**src/rtl/adc_pkg.sv**
```systemverilog
// Shared types and constants for the comparator-based SAR ADC path.
package adc_pkg;

  localparam int ADC_DATA_W = 8;
  localparam int PWM_PERIOD = 256;

  typedef enum logic [2:0] {
    IDLE,
    SET_BIT,
    SETTLE,
    SAMPLE,
    DONE
  } sar_state_t;

endpackage

```
**src/rtl/pwm_gen.sv**
```systemverilog
// Free-running PWM DAC channel: registered pwm_out = (cnt < duty), plus a
// pulse on the last count of each period so callers can count full periods.
module pwm_gen
  import adc_pkg::*;
#(
  parameter int DATA_W = ADC_DATA_W
) (
  input  logic              clk,
  input  logic              reset,
  input  logic [DATA_W-1:0] duty,
  output logic              pwm_out,
  output logic              wrap
);

  logic [DATA_W-1:0] cnt;

  always_ff @(posedge clk or negedge reset) begin
    if (!reset) begin
      cnt     <= '0;
      pwm_out <= 1'b0;
    end else begin
      cnt     <= cnt + 1'b1;
      pwm_out <= (cnt < duty);
    end
  end

  // High during the cycle whose count is all-ones; the next cycle starts a new period.
  assign wrap = (cnt == {DATA_W{1'b1}});

endmodule

```
**src/rtl/sar_adc_ctrl.sv**
```systemverilog
// Successive-approximation controller: drives a PWM DAC, waits for the RC
// filter to settle, and resolves one bit per trial against the comparator.
module sar_adc_ctrl
  import adc_pkg::*;
#(
  parameter int DATA_W         = ADC_DATA_W,
  parameter int SETTLE_PERIODS = 16
) (
  input  logic              clk,
  input  logic              reset,
  input  logic              start,
  input  logic              comparator_in,
  output logic              pwm_out,
  output logic              busy,
  output logic              done,
  output logic [DATA_W-1:0] result,
  output logic              result_valid
);

  localparam int BIT_W = (DATA_W > 2) ? $clog2(DATA_W) : 1;

  sar_state_t        state, state_nxt;
  logic              sync_q1, comp_s;
  logic [DATA_W-1:0] duty;
  logic [DATA_W-1:0] sar;
  logic [BIT_W-1:0]  bit_idx;
  logic [7:0]        settle_cnt;
  logic              wrap;
  logic              settle_last;

  pwm_gen #(.DATA_W(DATA_W)) u_pwm (
    .clk     (clk),
    .reset   (reset),
    .duty    (duty),
    .pwm_out (pwm_out),
    .wrap    (wrap)
  );

  always_ff @(posedge clk or negedge reset) begin
    if (!reset) begin
      sync_q1 <= 1'b0;
      comp_s  <= 1'b0;
    end else begin
      sync_q1 <= comparator_in;
      comp_s  <= sync_q1;
    end
  end

  // The wrap that brings the period count up to SETTLE_PERIODS ends settling.
  assign settle_last = wrap && (settle_cnt == 8'(SETTLE_PERIODS - 1));

  always_ff @(posedge clk or negedge reset) begin
    if (!reset) state <= IDLE;
    else        state <= state_nxt;
  end

  always_comb begin
    state_nxt = state;
    case (state)
      IDLE:    if (start) state_nxt = SET_BIT;
      SET_BIT: state_nxt = SETTLE;
      SETTLE:  if (settle_last) state_nxt = SAMPLE;
      SAMPLE:  state_nxt = (bit_idx == '0) ? DONE : SET_BIT;
      DONE:    state_nxt = IDLE;
      default: state_nxt = IDLE;
    endcase
  end

  assign busy = (state == SET_BIT) || (state == SETTLE) || (state == SAMPLE);
  assign done = (state == DONE);

  always_ff @(posedge clk or negedge reset) begin
    if (!reset) begin
      duty         <= '0;
      sar          <= '0;
      bit_idx      <= BIT_W'(DATA_W - 1);
      settle_cnt   <= '0;
      result       <= '0;
      result_valid <= 1'b0;
    end else begin
      case (state)
        IDLE: begin
          if (start) begin
            sar          <= '0;
            bit_idx      <= BIT_W'(DATA_W - 1);
            result_valid <= 1'b0;
          end
        end
        SET_BIT: begin
          duty       <= sar | (DATA_W'(1) << bit_idx);
          settle_cnt <= '0;
        end
        SETTLE: begin
          if (wrap) settle_cnt <= settle_cnt + 8'd1;
        end
        SAMPLE: begin
          // Trial code still applied to the DAC is the candidate to keep.
          if (comp_s) sar <= duty;
          if (bit_idx != '0) bit_idx <= bit_idx - 1'b1;
        end
        DONE: begin
          result       <= sar;
          result_valid <= 1'b1;
          duty         <= '0;
        end
        default: ;
      endcase
    end
  end

endmodule

```
**config.mk**
```make
export PLATFORM = sky130hd
export DESIGN_NAME = sar_adc_ctrl
export DESIGN_NICKNAME = d
export VERILOG_FILES = /design/src/rtl/adc_pkg.sv /design/src/rtl/pwm_gen.sv /design/src/rtl/sar_adc_ctrl.sv
export SDC_FILE = /design/constraint.sdc
export NUM_CORES = 1
export LEC_CHECK = 0
export ABC_AREA = 1
export CORE_MARGIN = 2
export CORE_UTILIZATION = 34
export CTS_CLUSTER_DIAMETER = 40
export DETAILED_ROUTE_END_ITERATION = 12
export GPL_ROUTABILITY_DRIVEN = 0
export GPL_TIMING_DRIVEN = 0
export HOLD_SLACK_MARGIN = 0.03
export PLACE_DENSITY_LB_ADDON = 0.15
export SETUP_SLACK_MARGIN = 0.4
export SYNTH_ARGS = -nofsm -noshare
export SYNTH_HDL_FRONTEND = slang
export SYNTH_SLANG_ARGS = --single-unit
```
**constraint.sdc**
```tcl
create_clock -name clk -period 1.3 [get_ports clk]
set_clock_uncertainty 0.05 [all_clocks]
set_input_delay 0.13 -clock clk [delete_from_list [all_inputs] [get_ports clk]]
set_output_delay 0.13 -clock clk [all_outputs]
set_load 0.01 [all_outputs]
```
# Word-level counts from Yosys, hierarchy flattened
# Index checks and enable logic that the tools add are counted.
[op_classes]
n_div = 0
n_addsub = 3
order_cmp = 1
bitwise = 1
reduce_logical = 15
eq_ne = 11
muxes = 15
n_mul = 0
shift = 1
[ops]
columns = ["cell", "count"]
rows = [
  ["$pmux 8 s2", 3],
  ["$mux 8", 3],
  ["$add 8x1->8 const B", 2],
  ["$mux 3", 5],
  ["$pmux 3 s4", 1],
  ["$eq 8x4->1 const B", 1],
  ["$eq 8x8->1 const B", 1],
  ["$lt 8x8->1", 1],
  ["$ne 2x2->1 const B", 4],
  ["$or 8x8->8", 1],
  ["$reduce_bool 2->1", 4],
  ["$shl 1x3->8 const A", 1],
  ["$eq 3x2->1 const B", 2],
  ["$logic_not 3->1", 2],
  ["$pmux 3 s2", 1],
  ["$reduce_and 2->1", 3],
  ["$reduce_and 3->1", 2],
  ["$eq 3x1->1 const B", 1],
  ["$eq 3x3->1 const B", 1],
  ["$reduce_bool 3->1", 1],
  ["$sub 3x1->3 const B", 1],
  ["$logic_or 1x1->1", 2],
  ["$ne 2x1->1 const B", 1],
  ["$pmux 1 s2", 1],
  ["other kinds (2)", 2],
]
[word_totals]
ff_bits = 50
word_cells = 58
output_inout_bits = 12
ramBits = 0
latchBits = 0
mem_bits_ro = 0
memories = 0
input_bits = 4

# Logic depth before layout (Yosys ltp)
# Gate-level depths: netlist of the first run.
[depth]
word_depth = 4
ltp_mapped = 8
mapped_depth_nobuf = 8

# By module
# From an unflattened synthesis of the first run, not the netlist that was laid out.
[unflattened]
cells_unflattened = 282
hier_area_um2 = 2484.9
[modules_own_cells]
columns = ["module", "cells_each", "area_each_um2", "seq_area_each_um2", "instances"]
rows = [
  ["sar_adc_ctrl", 224, 1939.4, 1029.7, 1],
  ["pwm_gen", 58, 545.5, 225.2, 1],
]

# Worst setup path before layout of the first run
# OpenSTA, ideal clock, no wires.
[synth_path]
kind = "reg2reg"
from = "register bit_idx[0]"
to = "register bit_idx[2]"
path_stages_with_launch = 6
setup_time_ns = 0.081
required_time_ns = 1.169
synth_period_minus_slack_ns = 1.371
t_arrival_ns = 1.240
path_buffers = 0
setup_slack_ns = -0.071
path_cell_list = "dfstp_2 -> inv_1 -> ha_1 -> or2_2 -> a21oi_1 -> a21oi_1"
[synth_between]
elab_chain_cells = 3
word_cells_on_any_way = 6
cone_classes = "add/sub (1); eq/ne (1); mux (2); reduce/logical (2)"
[synth_rtl]
columns = ["element", "line", "source"]
rows = [
  ["start, declared", "sar_adc_ctrl.sv:26", "logic [BIT_W-1:0] bit_idx;"],
  ["start signal, assigned", "sar_adc_ctrl.sv:76", "bit_idx <= BIT_W'(DATA_W - 1);"],
  ["start signal, assigned", "sar_adc_ctrl.sv:85", "bit_idx <= BIT_W'(DATA_W - 1);"],
  ["start signal, assigned", "sar_adc_ctrl.sv:99", "if (bit_idx != '0) bit_idx <= bit_idx - 1'b1;"],
  ["$sub 3x1->3 / $reduce_bool 3->1 (equally long branches)", "sar_adc_ctrl.sv:99", ""],
  ["$mux 3 / $ne 2x1->1 (equally long branches)", "--", ""],
  ["$pmux 3 s2 / $reduce_and 3->1 (equally long branches)", "--", ""],
]
# Parallel ways exist; a longest one is shown, timed or not. The select of a mux whose other input is x is not followed.
# A chain may end at the register's enable or synchronous reset.

# Final worst setup path of the first run
[layout_path]
from = "register state[2]"
to = "register settle_cnt[0]"
[layout_between]
elab_chain_cells = 3
word_cells_on_any_way = 6
cone_classes = "eq/ne (3); mux (1); reduce/logical (2)"
[layout_rtl]
columns = ["element", "line", "source"]
rows = [
  ["start, declared", "sar_adc_ctrl.sv:22", "sar_state_t state, state_nxt;"],
  ["start signal, assigned", "sar_adc_ctrl.sv:54", "else state <= state_nxt;"],
  ["$eq 3x2->1 / $eq 3x1->1 (equally long branches)", "sar_adc_ctrl.sv:81", "case (state)"],
  ["$ne 2x2->1 (no line) / $reduce_bool 2->1 (equally long branches)", "--", ""],
  ["$reduce_and 2->1 (no line)", "--", ""],
  ["end signal, assigned", "sar_adc_ctrl.sv:94", "if (wrap) settle_cnt <= settle_cnt + 8'd1;"],
  ["end, declared", "sar_adc_ctrl.sv:27", "logic [7:0] settle_cnt;"],
]
# Parallel ways exist; a longest one is shown, timed or not.

==> results of run 1 <==
## where the power goes
part | internal (W) | switching, W | total, W
Clock | 0.000821 | 0.000532 | 0.00135
Combinational | 0.00145 | 0.00160 | 0.00304
Sequential | 0.00179 | 0.000168 | 0.00196
## stage by stage
| stage | power [W] | hold slack (ns) | worst slack, ns | cell area (um^2) |
|---|---|---|---|---|
| after global routing | 0.00674 | -0.157 | -0.161 | 3780 |
| final | 0.00636 | -0.196 | -0.0918 | 3780 |
| after global placement | 0.00358 | 0.282 | -1.57 | 2810 |
| after detailed placement | 0.00361 | 0.165 | -0.249 | 2830 |
| after floorplan | 0.00314 | -0.216 | 0.0202 | 2540 |
| after CTS | 0.00586 | -0.178 | -0.0926 | 3480 |
## placed cells by master (no fill, tap or decap), types with 4 or more instances in the layout
master                     synthesis  routed
sky130_fd_sc_hd__o21ai_2           8       9
sky130_fd_sc_hd__a21oi_1          19       7
sky130_fd_sc_hd__nor2_1           20      13
sky130_fd_sc_hd__dfrtp_1          47      43
sky130_fd_sc_hd__nand3_1          12       8
sky130_fd_sc_hd__nand2_1          99      73
sky130_fd_sc_hd__a21oi_2           0       9
sky130_fd_sc_hd__buf_2             2       9
sky130_fd_sc_hd__o22ai_2           0       5
sky130_fd_sc_hd__ha_4              0       7
sky130_fd_sc_hd__clkbuf_8          0       6
sky130_fd_sc_hd__nand2_2           5      18
sky130_fd_sc_hd__inv_1            28      23
sky130_fd_sc_hd__buf_4             0      18
sky130_fd_sc_hd__nor2_4            1      10
sky130_fd_sc_hd__buf_6             2      23
sky130_fd_sc_hd__dfrtp_2           0       4
sky130_fd_sc_hd__nand2_4           0      12
sky130_fd_sc_hd__ha_1             14       6
## timing repair
action / in CTS / in global routing
setup endpoints to repair: 58 / 58
hold endpoints to repair: 27 / 27
gates resized for setup: 131 / 40
buffers inserted: 25 / 11
gates cloned: 2 / 1
pin swaps: 23 / 20
## metal layers
layer  track usage, %  part of all wire [%]
met5                0                     0
met4             4.07                   1.3
met3             2.77                   2.5
met2             24.9                    51
met1             19.1                    46
## logic make-up after synthesis
kind of cell,after synthesis,synth area share [%]
compound gates,39,9.63
flops,50,51.1
simple gates,145,24.6
fa+ha+maj,14,7.13
buf+inv,33,5.76
xor+xnor,5,1.78
## area by class of cell
cell class / instances / area [um^2] / share of cell area, %
inverter: 29 / 123 / 3.24
clock inverter: 2 / 60.1 / 1.59
buffer: 4 / 57.6 / 1.52
tap: 96 / 120 / 3.18
timing repair buffer: 55 / 557 / 14.7
sequential: 50 / 1260 / 33.3
multi-input combinational: 203 / 1520 / 40.3
clock buffer: 6 / 82.6 / 2.18
## worst reg2reg max path: stages (launching register included)
cell                       delay, ns
sky130_fd_sc_hd__dfrtp_2        0.46
sky130_fd_sc_hd__buf_6          0.13
sky130_fd_sc_hd__nor2_4         0.13
sky130_fd_sc_hd__nand2_4        0.10
sky130_fd_sc_hd__buf_12         0.13
sky130_fd_sc_hd__o21bai_4       0.17
sky130_fd_sc_hd__a21oi_1        0.09
## flip-flops by register name, summed over array words and instances (netlist names)
name,count
bit_idx,3
u_pwm.cnt,8
sar,8
sync_q1,1
comp_s,1
state,3
u_pwm.pwm_out,1
result_valid,1
duty,8
settle_cnt,8
result,8
## worst max-delay path by stage
stage / from / endpoint / slack [ns] / cells past startpoint
final: state[2] / settle_cnt[0] / -0.09 / 6
after global routing: u_pwm.cnt[3] / settle_cnt[3] / -0.16 / 7
after CTS: u_pwm.cnt[1] / settle_cnt[3] / -0.09 / 8
after detailed placement: state[1] / done / -0.25 / 4
after global placement: reset / settle_cnt[6] / -1.57 / 1
after floorplan: bit_idx[0] / bit_idx[2] / 0.02 / 5
==> out/qor.csv, run 1 <==
stage;metric;value;unit
yosys;flop and latch count out of synthesis;50;
layout;non-filler cells, final;445;
critical_path;worst r2r path cells;6;
sta;final critical path time including I/O delays and setup;1.39;ns
route;Routed Antenna Nets;0;
grt;GRT Total Usage;14.6;%
sta;setup tns final;-1.41;ns
yosys;ranking of synthesized cells by area;sky130_fd_sc_hd__dfrtp_1 48%, sky130_fd_sc_hd__nand2_1 15%, sky130_fd_sc_hd__ha_1 7.1%;
yosys;total number of yosys warnings;0;
floorplan;area of the die;7920;um^2
outcome;violated checks;hold timing, setup timing;
yosys;most frequent cell after synthesis;sky130_fd_sc_hd__nand2_1;
yosys;synthesized netlist net count;304;
floorplan;area of the core;6910;um^2
layout;count of nets after finishing;366;
worst_hold_path;kind of path behind the tightest hold check;input pin to asynchronous set/reset pin;
sta;hold slack final;-0.196;ns
layout;layout-stage area growth over the synthesis result;54.0;%
critical_path;element type at the critical path start;flop;
critical_path;library cell contributing the largest single delay on the critical path;sky130_fd_sc_hd__dfrtp_2;
grt;maximum number of pins on one net before global-route repair;29;
floorplan;number of standard-cell rows in the floorplan;30;
route;DRT Wirelength;5.57;mm
sta;final-report max-slew violation count;0;
place;detailed placer's ending HPWL;3.48;mm
clocking;clock latency of the later-clocked register in the worst-skew pair;0.31;ns
critical_path;reg-to-reg critical path endpoint;settle_cnt[0];
critical_path;cell family with most CP delay;flip-flops;
floorplan;Die Span X;89.0;um
run;maximum capacitance violations;0;
grt;via count of the first global-routing pass;1862;
route;residual DRC count;0;
route;wire per inst;12.5;um
critical_path;data required time at the worst endpoint;1.44;ns
yosys;most used flip-flop cell after synthesis;sky130_fd_sc_hd__dfrtp_1;
floorplan;ports placed on the boundary;16;
yosys;EDFF count, synth;0;
floorplan;die outline height;89.0;um
sta;Highest Clock Rate;719;MHz
sta;total of endpoints with negative setup slack in the final report;32;
yosys;share of synthesized flip-flops with an asynchronous set or reset;100;%
route;average via count per standard cell;4.48;
layout;total inserted antenna cells;0;
clocking;CTS tree;done;
grt;global-route wire length before repair;8.92;mm
sta;worst setup margin;-0.0918;ns
route;count of routing violations after the opening detailed-route iteration;62;
critical_path;series of cell instances along the critical path;buf_6, nor2_4, nand2_4, buf_12, o21bai_4, a21oi_1;
place;placed cell count;398;
critical_path;Buffers & Inverters on Critical Path;2;
layout;number of filler cells placed in the layout;624;
critical_path;reg2reg start;state[2];
clocking;clock-pin transition on the worst setup and hold timing paths;0.10;ns
clocking;cell chosen for the clock root;sky130_fd_sc_hd__clkbuf_8;
route;first-pass detailed-route iteration total;4;
sta;worst slew margin relative to its limit;54.0;%
power_and_ir_drop;Pwr per Cell Area;1680;nW/um^2
yosys;Mapped Avg Cell Area;8.59;um^2
grt;overflow left after global routing;0;
yosys;post-synthesis cell type count;25;
layout;fraction of final layout cells with drive strength greater than 1;46.7;%
layout;core utilization of the finished layout;54.8;%
outcome;outcome;finished with violations;
critical_path;WS Path Type;flop to flop;
power_and_ir_drop;IR drop worst, VDD;0.000651;V
yosys;largest area contributor in the netlist;sky130_fd_sc_hd__dfrtp_1;
critical_path;peak per-stage delay on the critical path;0.46;ns
clocking;CTS sink count;50;
yosys;Post-Syn Instances;286;
yosys;leading cell types by count after synthesis;99 x sky130_fd_sc_hd__nand2_1, 47 x sky130_fd_sc_hd__dfrtp_1, 28 x sky130_fd_sc_hd__inv_1;
place;count of input and output buffers;15;
sta;Tcrit/Tclk final;107;%
sta;Final Hold Viols;27;
critical_path;Worst EP arrival;1.53;ns
sta;setup repair after global routing missed its margin;true;
floorplan;Initial Utilization;35.6;%
yosys;Netlist Area Pre-Place;2460;um^2
grt;antenna violations before repair;0;
critical_path;maximum fanout along the worst path;5;
route;via total after detailed routing;1993;
clocking;TritonCTS buffer count;5;
critical_path;reg2reg setup slack;-0.09;ns
sta;measured slew at the worst slew-check pin;0.691;ns
clocking;maximum clock path buffer count;2;
critical_path;Setup crit end kind;flop;
yosys;share of Yosys cell area claimed by the top area cell type;47.9;%
clocking;htree depth;2;
yosys;sequential share of the synthesized area;51.1;%
power_and_ir_drop;P_leak;1.80;nW
(Power assumes the default switching activity.)
==> run 2: changes to the inputs <==
--- a/config.mk
+++ b/config.mk
@@ -7,10 +7,9 @@
 export LEC_CHECK = 0
 export ABC_AREA = 1
 export CORE_MARGIN = 2
-export CORE_UTILIZATION = 34
+export CORE_UTILIZATION = 42
 export CTS_CLUSTER_DIAMETER = 40
 export DETAILED_ROUTE_END_ITERATION = 12
-export GPL_ROUTABILITY_DRIVEN = 0
 export GPL_TIMING_DRIVEN = 0
 export HOLD_SLACK_MARGIN = 0.03
 export PLACE_DENSITY_LB_ADDON = 0.15
==> out/qor.csv, run 2 (same netlist as run 1, synthesis figures left out) <==
stage;metric;value;unit
clocking;htree depth;2;
critical_path;element type at the critical path start;flop;
layout;layout-stage area growth over the synthesis result;48.0;%
floorplan;number of standard-cell rows in the floorplan;27;
route;average via count per standard cell;4.85;
power_and_ir_drop;Pwr per Cell Area;1650;nW/um^2
critical_path;data required time at the worst endpoint;1.45;ns
route;residual DRC count;0;
route;wire per inst;14.0;um
sta;total of endpoints with negative setup slack in the final report;30;
grt;maximum number of pins on one net before global-route repair;35;
route;count of routing violations after the opening detailed-route iteration;103;
outcome;outcome;finished with violations;
clocking;clock-pin transition on the worst setup and hold timing paths;0.10;ns
layout;commonest non-fill, non-tap cell in the layout;sky130_fd_sc_hd__nand2_1;
floorplan;die outline height;80.5;um
route;Routed Antenna Nets;0;
sta;Tcrit/Tclk final;109;%
grt;via count of the first global-routing pass;1972;
sta;final-report max-slew violation count;0;
floorplan;ports placed on the boundary;16;
clocking;CTS tree;done;
sta;Final Hold Viols;16;
outcome;violated checks;hold timing, setup timing;
sta;final critical path time including I/O delays and setup;1.41;ns
clocking;maximum clock path buffer count;2;
sta;hold slack final;-0.307;ns
run;maximum capacitance violations;0;
layout;total inserted antenna cells;0;
power_and_ir_drop;P_leak;1.75;nW
place;detailed placer's ending HPWL;3.46;mm
route;via total after detailed routing;2036;
layout;highest-count cells in the layout ignoring fill and taps;77 x sky130_fd_sc_hd__nand2_1, 43 x sky130_fd_sc_hd__dfrtp_1, 23 x sky130_fd_sc_hd__inv_1, 20 x sky130_fd_sc_hd__nand2_2;
worst_hold_path;kind of path behind the tightest hold check;input pin to asynchronous set/reset pin;
layout;non-filler cells, final;420;
sta;setup tns final;-1.67;ns
critical_path;Worst EP arrival;1.56;ns
critical_path;maximum fanout along the worst path;8;
critical_path;library cell contributing the largest single delay on the critical path;sky130_fd_sc_hd__dfrtp_2;
critical_path;peak per-stage delay on the critical path;0.47;ns
sta;Highest Clock Rate;708;MHz
sta;worst slew margin relative to its limit;72.4;%
grt;GRT Total Usage;18.8;%
route;first-pass detailed-route iteration total;4;
critical_path;WS Path Type;flop to flop;
clocking;cell chosen for the clock root;sky130_fd_sc_hd__clkbuf_8;
clocking;CTS sink count;50;
critical_path;series of cell instances along the critical path;inv_2, buf_4, nand3_2, nand2_4, clkbuf_16, o21ai_2;
grt;antenna violations before repair;0;
grt;global-route wire length before repair;9.27;mm
place;count of input and output buffers;15;
grt;overflow left after global routing;0;
layout;count of nets after finishing;365;
floorplan;Die Span X;80.5;um
sta;worst setup margin;-0.112;ns
place;placed cell count;374;
sta;setup repair after global routing missed its margin;true;
floorplan;area of the die;6480;um^2
layout;fraction of final layout cells with drive strength greater than 1;47.1;%
critical_path;Setup crit end kind;flop;
floorplan;area of the core;5570;um^2
place;gp weighted congestion;0.743;
floorplan;Initial Utilization;44.1;%
sta;measured slew at the worst slew-check pin;0.414;ns
clocking;clock latency of the later-clocked register in the worst-skew pair;0.31;ns
clocking;TritonCTS buffer count;5;
route;DRT Wirelength;5.86;mm
power_and_ir_drop;IR drop worst, VDD;0.000995;V
[run 2: cell type report]
type | instances | area [um^2]
Inverter | 29 | 121
Clock inverter | 2 | 60.1
Sequential cell | 50 | 1260
Timing Repair Buffer | 54 | 492
Fill cell | 451 | 1940
Multi-Input combinational cell | 203 | 1470
Tap cell | 72 | 90.1
Buffer | 4 | 57.6
Clock buffer | 6 | 82.6
[run 2: through the flow]
stage | util [%] | cell area (um^2) | total power, W | worst slack, ns | hold slack (ns)
after floorplan | - | 2540 | 0.00314 | 0.0202 | -0.216
after global placement | 49.8 | 2780 | 0.00356 | -1.49 | 0.281
after detailed placement | 50.1 | 2790 | 0.00360 | -0.242 | 0.0361
after CTS | 60.9 | 3400 | 0.00570 | -0.0717 | -0.296
after global routing | 65.2 | 3630 | 0.00636 | -0.174 | -0.289
final | 65.2 | 3630 | 0.00600 | -0.112 | -0.307
[run 2: critical path, delay by kind of cell (launching register included)]
kind / cells / cell delay, ns
buffers and inverters: 3 / 0.43
AND/OR/NAND/NOR: 2 / 0.30
flip-flops: 1 / 0.47
AO/OA/AOI/OAI: 1 / 0.05
[run 2: what timing repair did]
action,4_1_cts,5_1_grt
setup endpoints to repair,58,58
buffers inserted,24,11
hold endpoints to repair,16,16
cloned,2,1
gates resized for setup,130,26
pin swaps,22,16
[run 2: worst paths after layout]
path / startpoint / to / slack, ns / cells after the start
setup reg to reg: state[2] / sar[0] / -0.11 / 6
min in group clk: comparator_in / sync_q1 / 0.22 / 1
setup / recovery: state[2] / sar[0] / -0.11 / 6
hold / removal: reset / result[2] / -0.31 / 1
hold reg to reg: sync_q1 / comp_s / 0.30 / 0
max in group asynchronous: reset / bit_idx[2] / 0.93 / 2
[run 2: routing by layer]
layer	global-route usage (%)	wire (um)
met1	22.6	2580
met3	4.61	171
met5	0	0
met2	32.9	3010
met4	6.27	102
[run 2: power breakdown]
group	switching, W	internal [W]	total [W]
logic	0.00148	0.00120	0.00268
registers	0.000181	0.00179	0.00197
clock network	0.000526	0.000821	0.00135
==> run 3: changes to the inputs <==
--- a/config.mk
+++ b/config.mk
@@ -7,13 +7,14 @@
 export LEC_CHECK = 0
 export ABC_AREA = 1
 export CORE_MARGIN = 2
-export CORE_UTILIZATION = 42
+export CORE_UTILIZATION = 40
 export CTS_CLUSTER_DIAMETER = 40
 export DETAILED_ROUTE_END_ITERATION = 12
 export GPL_TIMING_DRIVEN = 0
 export HOLD_SLACK_MARGIN = 0.03
 export PLACE_DENSITY_LB_ADDON = 0.15
 export SETUP_SLACK_MARGIN = 0.4
+export SKIP_LAST_GASP = 1
 export SYNTH_ARGS = -nofsm -noshare
 export SYNTH_HDL_FRONTEND = slang
 export SYNTH_SLANG_ARGS = --single-unit
==> out/qor.csv, run 3 (same netlist as run 1, synthesis figures left out) <==
stage;metric;value;unit
clocking;TritonCTS buffer count;5;
route;wire per inst;13.7;um
sta;measured slew at the worst slew-check pin;0.390;ns
floorplan;die outline height;82.4;um
grt;overflow left after global routing;0;
grt;GRT Total Usage;17.9;%
clocking;cell chosen for the clock root;sky130_fd_sc_hd__clkbuf_8;
sta;total of endpoints with negative setup slack in the final report;23;
layout;fraction of final layout cells with drive strength greater than 1;48.3;%
place;count of input and output buffers;15;
route;first-pass detailed-route iteration total;4;
worst_hold_path;kind of path behind the tightest hold check;input pin to asynchronous set/reset pin;
critical_path;Buffers & Inverters on Critical Path;2;
power_and_ir_drop;P_leak;1.82;nW
sta;worst setup margin;-0.102;ns
clocking;clock-pin transition on the worst setup and hold timing paths;0.09;ns
layout;non-filler cells, final;431;
sta;Highest Clock Rate;713;MHz
route;average via count per standard cell;4.77;
critical_path;Worst EP arrival;1.58;ns
sta;final-report max-slew violation count;0;
clocking;maximum clock path buffer count;2;
power_and_ir_drop;Pwr per Cell Area;1650;nW/um^2
outcome;outcome;finished with violations;
place;post-placement setup slack;-0.237;ns
floorplan;area of the core;5920;um^2
route;DRT Wirelength;5.89;mm
clocking;clock latency of the later-clocked register in the worst-skew pair;0.30;ns
floorplan;ports placed on the boundary;16;
sta;setup repair after global routing missed its margin;true;
layout;core utilization of the finished layout;63.3;%
sta;Final Hold Viols;15;
clocking;CTS sink count;50;
grt;maximum number of pins on one net before global-route repair;36;
grt;global-route wire length before repair;9.18;mm
critical_path;library cell contributing the largest single delay on the critical path;sky130_fd_sc_hd__dfrtp_2;
grt;antenna violations before repair;0;
power_and_ir_drop;IR drop worst, VDD;0.00107;V
critical_path;peak per-stage delay on the critical path;0.46;ns
outcome;violated checks;hold timing, setup timing;
critical_path;series of cell instances along the critical path;buf_12, nor2_4, nand2_4, nor2_4, buf_12, nand3_1, o21ai_1;
layout;count of nets after finishing;373;
critical_path;data required time at the worst endpoint;1.48;ns
floorplan;Die Span X;82.4;um
route;via total after detailed routing;2058;
run;maximum capacitance violations;0;
critical_path;cell family with most CP delay;flip-flops;
critical_path;element type at the critical path start;flop;
floorplan;area of the die;6780;um^2
layout;total inserted antenna cells;0;
sta;final critical path time including I/O delays and setup;1.40;ns
floorplan;number of standard-cell rows in the floorplan;28;
sta;hold slack final;-0.312;ns
route;count of routing violations after the opening detailed-route iteration;98;
critical_path;WS Path Type;flop to flop;
route;Routed Antenna Nets;0;
place;placed cell count;377;
layout;commonest non-fill, non-tap cell in the layout;sky130_fd_sc_hd__nand2_1;
place;detailed placer's ending HPWL;3.44;mm
clocking;CTS tree;done;
critical_path;Setup crit end kind;flop;
sta;worst slew margin relative to its limit;74.0;%
layout;highest-count cells in the layout ignoring fill and taps;70 x sky130_fd_sc_hd__nand2_1, 43 x sky130_fd_sc_hd__dfrtp_1, 25 x sky130_fd_sc_hd__buf_4, 22 x sky130_fd_sc_hd__inv_1, 19 x sky130_fd_sc_hd__buf_6;
route;residual DRC count;0;
sta;setup tns final;-1.24;ns
sta;Tcrit/Tclk final;108;%
layout;layout-stage area growth over the synthesis result;52.6;%
place;gp weighted congestion;0.774;
floorplan;Initial Utilization;41.5;%
grt;via count of the first global-routing pass;2043;
clocking;htree depth;2;
critical_path;maximum fanout along the worst path;6;
==> run 3: cell count changes in the layout (fill, tap and decap cells not counted), sizes merged <==
cell / delta
bufinv: -1
buf: +8
clkbuf: +1
==> run 3: cell type report <==
cell class,instances,area (um^2)
fill,467,2170
multi-input combinational,203,1500
sequential,50,1260
timing repair buffer,62,612
inverter,29,121
tap,75,93.8
clock buffer,7,76.3
buffer,4,57.6
clock inverter,1,30.0
==> run 3: through the flow <==
| stage | hold slack (ns) | power (W) | area (um^2) |
|---|---|---|---|
| after global placement | 0.283 | 0.00357 | 2780 |
| final | -0.312 | 0.00619 | 3750 |
| after global routing | -0.291 | 0.00654 | 3750 |
| after CTS | -0.303 | 0.00568 | 3380 |
| after detailed placement | 0.0295 | 0.00358 | 2800 |
| after floorplan | -0.216 | 0.00314 | 2540 |
==> run 3: repair_timing <==
| action | CTS | global route |
|---|---|---|
| gates cloned | 1 | 2 |
| endpoints found under the hold margin | 15 | 15 |
| endpoints found under the setup margin | 58 | 58 |
| resized for setup | 118 | 56 |
| setup buffers | 30 | 13 |
| pin swaps | 18 | 10 |
==> run 3: power breakdown <==
group          internal (W)  switching, W
Clock              0.000577      0.000515
Combinational       0.00147       0.00166
Sequential          0.00179      0.000178
==> run 3: path summary, 6_finish.rpt <==
path | start | endpoint | slack, ns | depth (start not counted)
setup / recovery | state[2] | settle_cnt[7] | -0.10 | 7
hold / removal | reset | result[1] | -0.31 | 1
setup reg to reg | state[2] | settle_cnt[7] | -0.10 | 7
hold reg to reg | sync_q1 | comp_s | 0.30 | 0
max in group asynchronous | reset | bit_idx[2] | 0.94 | 2
min in group clk | comparator_in | sync_q1 | 0.21 | 1
==> run 3: metal layers <==
metal	track usage, %	up-vias	part of all wire [%]
met5	0	-	0
met4	7.33	0	1.3
met3	2.61	10	2.7
met2	31.3	22	52
met1	22.1	975	44
li1	-	1051	-
